### config.mk
export PLATFORM = sky130hd
export DESIGN_NAME = adv7393_pixel_out
export DESIGN_NICKNAME = d
export VERILOG_FILES = /design/src/rtl/adv7393_pixel_out.sv
export SDC_FILE = /design/constraint.sdc
export NUM_CORES = 1
export LEC_CHECK = 0
export BUFFER_PORTS_ARGS = -buffer_cell sky130_fd_sc_hd__buf_2
export CAP_MARGIN = 30
export CORE_MARGIN = 10
export CORE_UTILIZATION = 32
export CTS_CLUSTER_SIZE = 25
export DETAILED_ROUTE_END_ITERATION = 8
export GPL_TIMING_DRIVEN = 1
export PLACE_DENSITY = 0.49
export SLEW_MARGIN = 25
export SYNTH_ARGS = -nofsm -noshare
export SYNTH_HDL_FRONTEND = slang
export SYNTH_SLANG_ARGS = --single-unit
### constraint.sdc
create_clock -name clk -period 1.6 [get_ports clk]
set_clock_uncertainty 0.05 [all_clocks]
set_input_delay 0.16 -clock clk [delete_from_list [all_inputs] [get_ports clk]]
set_output_delay 0.16 -clock clk [all_outputs]
set_load 0.1 [all_outputs]
### src/rtl/adv7393_pixel_out.sv
// Pixel-clock reader for the ADV7393 line FIFO: raster timing generator,
// FIFO pop control and a two-stage registered pixel/sync output pipeline.
module adv7393_pixel_out #(
    parameter int unsigned H_ACTIVE    = 720,
    parameter int unsigned H_FP        = 16,
    parameter int unsigned H_SYNC      = 62,
    parameter int unsigned H_BP        = 60,
    parameter int unsigned V_ACTIVE    = 480,
    parameter int unsigned V_FP        = 9,
    parameter int unsigned V_SYNC      = 6,
    parameter int unsigned V_BP        = 30,
    parameter logic [15:0] BLANK_VALUE = 16'h8010
) (
    input  logic        clk,
    input  logic        reset,
    input  logic        enable,
    input  logic        read_ready,
    input  logic [15:0] line_fifo_dout,
    input  logic        line_fifo_empty,
    output logic        line_fifo_read,
    output logic [15:0] pixel_data,
    output logic        hsync_n,
    output logic        vsync_n,
    output logic        blank_n,
    output logic        frame_start,
    output logic        underrun,
    input  logic        underrun_clear
);

    localparam int unsigned H_TOTAL = H_ACTIVE + H_FP + H_SYNC + H_BP;
    localparam int unsigned V_TOTAL = V_ACTIVE + V_FP + V_SYNC + V_BP;
    localparam int unsigned HW      = $clog2(H_TOTAL);
    localparam int unsigned VW      = $clog2(V_TOTAL);

    localparam logic [HW-1:0] H_LAST   = HW'(H_TOTAL - 1);
    localparam logic [HW-1:0] H_ACT    = HW'(H_ACTIVE);
    localparam logic [HW-1:0] HS_FIRST = HW'(H_ACTIVE + H_FP);
    localparam logic [HW-1:0] HS_LAST  = HW'(H_ACTIVE + H_FP + H_SYNC - 1);
    localparam logic [VW-1:0] V_LAST   = VW'(V_TOTAL - 1);
    localparam logic [VW-1:0] V_ACT    = VW'(V_ACTIVE);
    localparam logic [VW-1:0] VS_FIRST = VW'(V_ACTIVE + V_FP);
    localparam logic [VW-1:0] VS_LAST  = VW'(V_ACTIVE + V_FP + V_SYNC - 1);

    typedef enum logic {
        IDLE,
        RUN
    } state_t;

    state_t        state, state_nxt;
    logic [HW-1:0] h_cnt, h_nxt;
    logic [VW-1:0] v_cnt, v_nxt;

    logic running;
    logic active;
    logic hs;
    logic vs;
    logic miss;
    logic first;

    logic active_d1;
    logic hs_d1;
    logic vs_d1;
    logic miss_d1;
    logic first_d1;

    always_ff @(posedge clk or negedge reset) begin
        if (!reset) begin
            state <= IDLE;
            h_cnt <= '0;
            v_cnt <= '0;
        end else begin
            state <= state_nxt;
            h_cnt <= h_nxt;
            v_cnt <= v_nxt;
        end
    end

    // enable is only honoured at the frame wrap, so a frame always completes
    always_comb begin
        state_nxt = state;
        h_nxt     = h_cnt;
        v_nxt     = v_cnt;
        case (state)
            IDLE: begin
                h_nxt = '0;
                v_nxt = '0;
                if (enable && read_ready) begin
                    state_nxt = RUN;
                end
            end
            RUN: begin
                if (h_cnt == H_LAST) begin
                    h_nxt = '0;
                    if (v_cnt == V_LAST) begin
                        v_nxt = '0;
                        if (!enable) begin
                            state_nxt = IDLE;
                        end
                    end else begin
                        v_nxt = v_cnt + 1'b1;
                    end
                end else begin
                    h_nxt = h_cnt + 1'b1;
                end
            end
            default: begin
                state_nxt = IDLE;
                h_nxt     = '0;
                v_nxt     = '0;
            end
        endcase
    end

    always_comb begin
        running        = (state == RUN);
        active         = running && (h_cnt < H_ACT) && (v_cnt < V_ACT);
        hs             = (h_cnt >= HS_FIRST) && (h_cnt <= HS_LAST);
        vs             = (v_cnt >= VS_FIRST) && (v_cnt <= VS_LAST);
        first          = running && (h_cnt == '0) && (v_cnt == '0);
        line_fifo_read = active && !line_fifo_empty;
        miss           = active && line_fifo_empty;
    end

    always_ff @(posedge clk or negedge reset) begin
        if (!reset) begin
            active_d1 <= 1'b0;
            hs_d1     <= 1'b0;
            vs_d1     <= 1'b0;
            miss_d1   <= 1'b0;
            first_d1  <= 1'b0;
        end else begin
            active_d1 <= active;
            hs_d1     <= hs;
            vs_d1     <= vs;
            miss_d1   <= miss;
            first_d1  <= first;
        end
    end

    // FIFO data arrives one clock after the pop, aligned with the stage-1 flags
    always_ff @(posedge clk or negedge reset) begin
        if (!reset) begin
            pixel_data  <= BLANK_VALUE;
            blank_n     <= 1'b0;
            hsync_n     <= 1'b1;
            vsync_n     <= 1'b1;
            frame_start <= 1'b0;
        end else begin
            pixel_data  <= (active_d1 && !miss_d1) ? line_fifo_dout : BLANK_VALUE;
            blank_n     <= active_d1;
            hsync_n     <= !hs_d1;
            vsync_n     <= !vs_d1;
            frame_start <= first_d1;
        end
    end

    always_ff @(posedge clk or negedge reset) begin
        if (!reset) begin
            underrun <= 1'b0;
        end else if (miss_d1) begin
            underrun <= 1'b1;
        end else if (underrun_clear) begin
            underrun <= 1'b0;
        end
    end

endmodule
# After elaboration in Yosys (flattened, before gate mapping)
# Cells that the tools add are included.
[word_totals]
ff_bits = 47
elab_cells = 56
input_bits = 22
out_inout_bits = 22
[op_classes]
add_sub_neg = 2
n_lt_le_gt_ge = 6
muxes = 13
n_reduce_logical = 17
n_bitwise = 1
n_eq_ne = 3
[ops]
columns = ["operator", "n"]
rows = [
  ["10-bit case mux with 2 select lines", 2],
  ["10-bit two-way mux", 3],
  ["10-bit by 1-bit adder with 10-bit output, second input constant", 2],
  ["10-bit equality test, second input constant", 2],
  ["10-bit zero test", 2],
  ["16-bit two-way mux", 1],
  ["10-bit >= comparator, second input constant", 1],
  ["10-bit by 9-bit >= comparator with 1-bit output, second input constant", 1],
  ["10-bit less-or-equal comparator, second input constant", 1],
  ["10-bit by 9-bit less-or-equal comparator with 1-bit output, second input constant", 1],
  ["1-bit logical AND", 10],
  ["10-bit < comparator, second input constant", 1],
  ["10-bit by 9-bit < comparator with 1-bit output, second input constant", 1],
  ["1-bit two-way mux", 6],
  ["1-bit zero test", 4],
  ["2-bit by 1-bit != test with 1-bit output, second input constant", 1],
  ["1-bit case mux with 2 select lines", 1],
  ["2-bit nonzero test", 1],
  ["1-bit inverter", 1],
]

# Longest topological paths before layout
[depth]
word_depth = 4
depth_mapped = 7
depth_no_buf = 6

# Least setup slack after synthesis
# No wires, ideal clock.
[synth_path]
path_type = "register -> output"
from = "register h_cnt[5]"
to = "output line_fifo_read"
stages_incl_launch_ff = 6
arrival_time_ns = 2.181
slack_ns = -0.791
required_time_ns = 1.390
path_cell_list = "dfrtp_1 buf_2 o211a_1 o21ai_0 nand3_1 nor2_1"
[synth_between]
elab_chain_len = 4
[synth_rtl]
columns = ["item", "line", "source"]
rows = [
  ["start, declared", "50", "logic [HW-1:0] h_cnt, h_nxt;"],
  ["start signal, assigned", "73", "h_cnt <= h_nxt;"],
  ["10-bit < comparator", "116", "active = running && (h_cnt < H_ACT) && (v_cnt < V_ACT);"],
  ["1-bit logical AND (2 in series)", "116", ""],
  ["1-bit logical AND", "120", "line_fifo_read = active && !line_fifo_empty;"],
  ["end, declared", "20", "output logic line_fifo_read,"],
]
# Every way passes these cells.

# Worst setup path after layout
[layout_path]
from = "register h_cnt[6]"
to = "output line_fifo_read"
# Same word-level chain as after synthesis.

==> impl_metrics.tcl <==
set metrics [dict create \
    areaGrowthSynthToFinish_pct 37.6 \
    start_util_pct 32.8 \
    synthFlopType "dfrtp_1" \
    multi_input_area_sq_um 1050 \
    wl_mm 5.44 \
    slew_headroom_pct 67.0 \
    syn_area_sq_um 2220 \
    synth-edff-count 0 \
    routedWlPerCell_microns 14.7 \
    setup_viol 1 \
    num_io_pins 44 \
    slew_violations 0 \
    worst_slew_pin_slew_ns 0.498 \
    clockBufferDepth 2 \
    synth_top_area_share_pct 48.5 \
    synth_nets 237 \
    synth_cell_types 46 \
    vias 1785 \
    gp_congestion 0.854 \
    drcViolationCount 0 \
    layout.nets 319 \
    numCtsBuffers 5 \
    track_usage_pct 9.76 \
    syn_inst 207 \
    grt_pass1_vias 1672 \
    startpoint_type "flip-flop" \
    grt_max_degree 48 \
    fmax_mhz 588 \
    yosysSeqAreaShare_pct 53.2 \
    tns_ns -0.0996 \
    syn_avg_cell_area_sq_um 10.7 \
    critPathCaptureType "output port" \
    diodes 0 \
    p_per_area_nw_per_um2 745 \
    antenna_found_initial 0 \
    crit_required_ns 1.39 \
    status "complete, but fails checks" \
    arrival_ns 1.49 \
    h-tree-depth 2 \
    post-place-ws_ns 0.0120 \
    hold_depth 2 \
    overflow 0 \
    io_buffer_count 43 \
    drv_cap 0 \
    hold_viol 0 \
    synth.largest_area_cell "dfrtp_1" \
    viasPerCell 4.82 \
    drive_above_1_share_pct 42.4 \
    clkLatencyLatePin_ns 0.30 \
    dp_hpwl_mm 3.82 \
    drtAntennaViolNets 0 \
    die_w_microns 103 \
    rsz0062_at_grt "true" \
    period_needed_ns 1.70 \
    netlist_top_cells_area "dfrtp_1 (49%), dfstp_2 (4.7%), and2_1 (4.5%)" \
    leakage_nw 1.40 \
    seq_area_sq_um 1180 \
    firstDrtPassIters 4 \
    drt_iter0_markers 125 \
    rows 30 \
    rr_worst_depth 7 \
    grt_pass1_wl_mm 8.14 \
    ir_drop_v 0.000309 \
    cts.sinks 47 \
    worst-setup-path-type "flip-flop to output port" \
    fillers 665 \
    hold_class "primary input to flip-flop" \
    yosys_warnings 0 \
    ys_ff_latch 47 \
    core_area_sq_um 6760 \
    clkTransAtPathRegs_ns 0.09 \
    path_max_fanout 8 \
    die_height_microns 103 \
    fin_ws_ns -0.0996 \
    die-area_sq_um 10700 \
    violations "negative setup slack" \
    ys_async_sr_fraction_pct 100 \
    period_share_pct 106 \
    cts_tree "yes" \
    cts-root-buf "clkbuf_8" \
]
-- sequential cells by signal, indices dropped and copies added (netlist names) --
register and cells:
pixel_data 16, h_cnt 10, v_cnt 10, active_d1 1
blank_n 1, first_d1 1, frame_start 1, hs_d1 1
hsync_n 1, miss_d1 1, running 1, underrun 1
vs_d1 1, vsync_n 1
-- final timing paths --
check                                          end  slack [ns]                from
hold reg to reg                  vsync_n$_DFF_PN1_        0.30     vs_d1$_DFF_PN0_
min in group asynchronous     v_cnt[8]$_DFFE_PN0P_        0.32               reset
hold / removal             pixel_data[8]$_DFF_PN0_        0.01   line_fifo_dout[8]
setup reg to reg              v_cnt[6]$_DFFE_PN0P_        0.03  h_cnt[1]$_DFF_PN0_
max in group asynchronous        hsync_n$_DFF_PN1_        0.90               reset
setup / recovery                    line_fifo_read        -0.1  h_cnt[6]$_DFF_PN0_
-- worst max-delay path, stage by stage, from the launching register on --
cell	delay (ns)
dfrtp_1	0.39
buf_6	0.14
o211a_1	0.12
o21ai_2	0.13
nand3_2	0.11
nor2_4	0.12
buf_12	0.18
-- cells in the final DEF (no fill, tap or decap), drive strengths merged, types with 2 or more instances in the layout --
| master | n |
|---|---|
| and4 | 2 |
| and2 | 16 |
| or3 | 3 |
| nand2 | 11 |
| and3 | 4 |
| o211a | 2 |
| a31oi | 5 |
| clkbuf | 6 |
| nor2 | 13 |
| nand4 | 9 |
| nor4b | 3 |
| ha | 8 |
| xnor2 | 3 |
| nor4 | 2 |
| buf | 79 |
| inv | 13 |
| a21o | 2 |
| nor3 | 3 |
| dfrtp | 43 |
| a21oi | 7 |
| o21ai | 10 |
| mux2i | 3 |
| dfstp | 4 |
| nor3b | 3 |
| nand2b | 2 |
| nand3 | 12 |
| dlygate4sd3 | 4 |
| xor2 | 3 |
-- metrics by stage --
stage / hold WS, ns / std cells / power (mW) / area [sq um] / util (%)
6_report: 0.0100 / 370 / 2.28 / 3050 / 45.2
5_1_grt: 0.00277 / 370 / 2.38 / 3050 / 45.2
4_1_cts: 0.000694 / 366 / 2.31 / 2920 / 43.3
3_5_place_dp: 0.116 / 354 / 1.53 / 2780 / 41.1
3_3_place_gp: 0.118 / 354 / 1.53 / 2780 / 41.1
2_1_floorplan: -0.186 / 207 / 1.44 / 2240 / -
-- Yosys cell counts, types with 3 or more instances --
cell / instances
and3_2: 3
xor2_1: 3
buf_2: 4
nor3_1: 3
ha_1: 8
nand2_1: 11
inv_1: 13
nand4_1: 9
dfrtp_1: 43
buf_6: 3
nor3b_1: 3
or3_1: 3
dfstp_2: 4
a21oi_1: 7
a31oi_1: 3
nor2_1: 13
o21ai_0: 8
mux2i_1: 3
nand3_1: 12
xnor2_1: 3
and2_1: 16
-- where the power goes --
part           internal [mW]  switching (mW)  total (mW)
clock network          0.353           0.409       0.762
registers               1.21         0.00535        1.22
logic                 0.0641           0.232       0.296
-- cells by family (layout without fill, tap and decap cells) --
| logic type | count (synthesis) | count (layout) | synth area share [%] |
|---|---|---|---|
| flip-flops | 47 | 47 | 53.2 |
| buffers and inverters | 21 | 104 | 4.79 |
| multiplexers | 3 | 3 | 1.35 |
| XOR/XNOR | 6 | 6 | 2.37 |
| AND/OR/NAND/NOR | 89 | 89 | 23.4 |
| AO/OA/AOI/OAI | 33 | 33 | 10.3 |
| adder cells (fa/ha/maj) | 8 | 8 | 4.51 |
-- per-layer routing --
| layer | vias to the layer above | routed length (microns) | GRT usage (%) | share of wire [%] |
|---|---|---|---|---|
| met4 | 0 | 85 | 4.06 | 1.6 |
| met5 | - | 0 | 0 | 0 |
| li1 | 892 | - | - | - |
| met2 | 52 | 2460 | 14.8 | 45 |
| met1 | 832 | 2540 | 12.8 | 47 |
| met3 | 9 | 362 | 2.52 | 6.6 |
-- layout make-up --
class	instances	share of cell area [%]
Clock inverter	2	0.533
Multi-Input combinational cell	139	34.5
Inverter	13	1.60
Tap cell	80	3.28
Clock buffer	6	2.70
Timing Repair Buffer	83	18.6
Sequential cell	47	38.8
-- repair_timing --
item | in CTS | in global routing
buffers inserted | 2 | 2
endpoints found under the setup margin | 2 | 19
endpoints found under the hold margin | 44 | 2
pin swaps | 2 | 4
resized for setup | 4 | 25
gates cloned | 0 | 1
hold buffers | 2 | 2
Note: power is estimated with default switching activity, not from simulation.
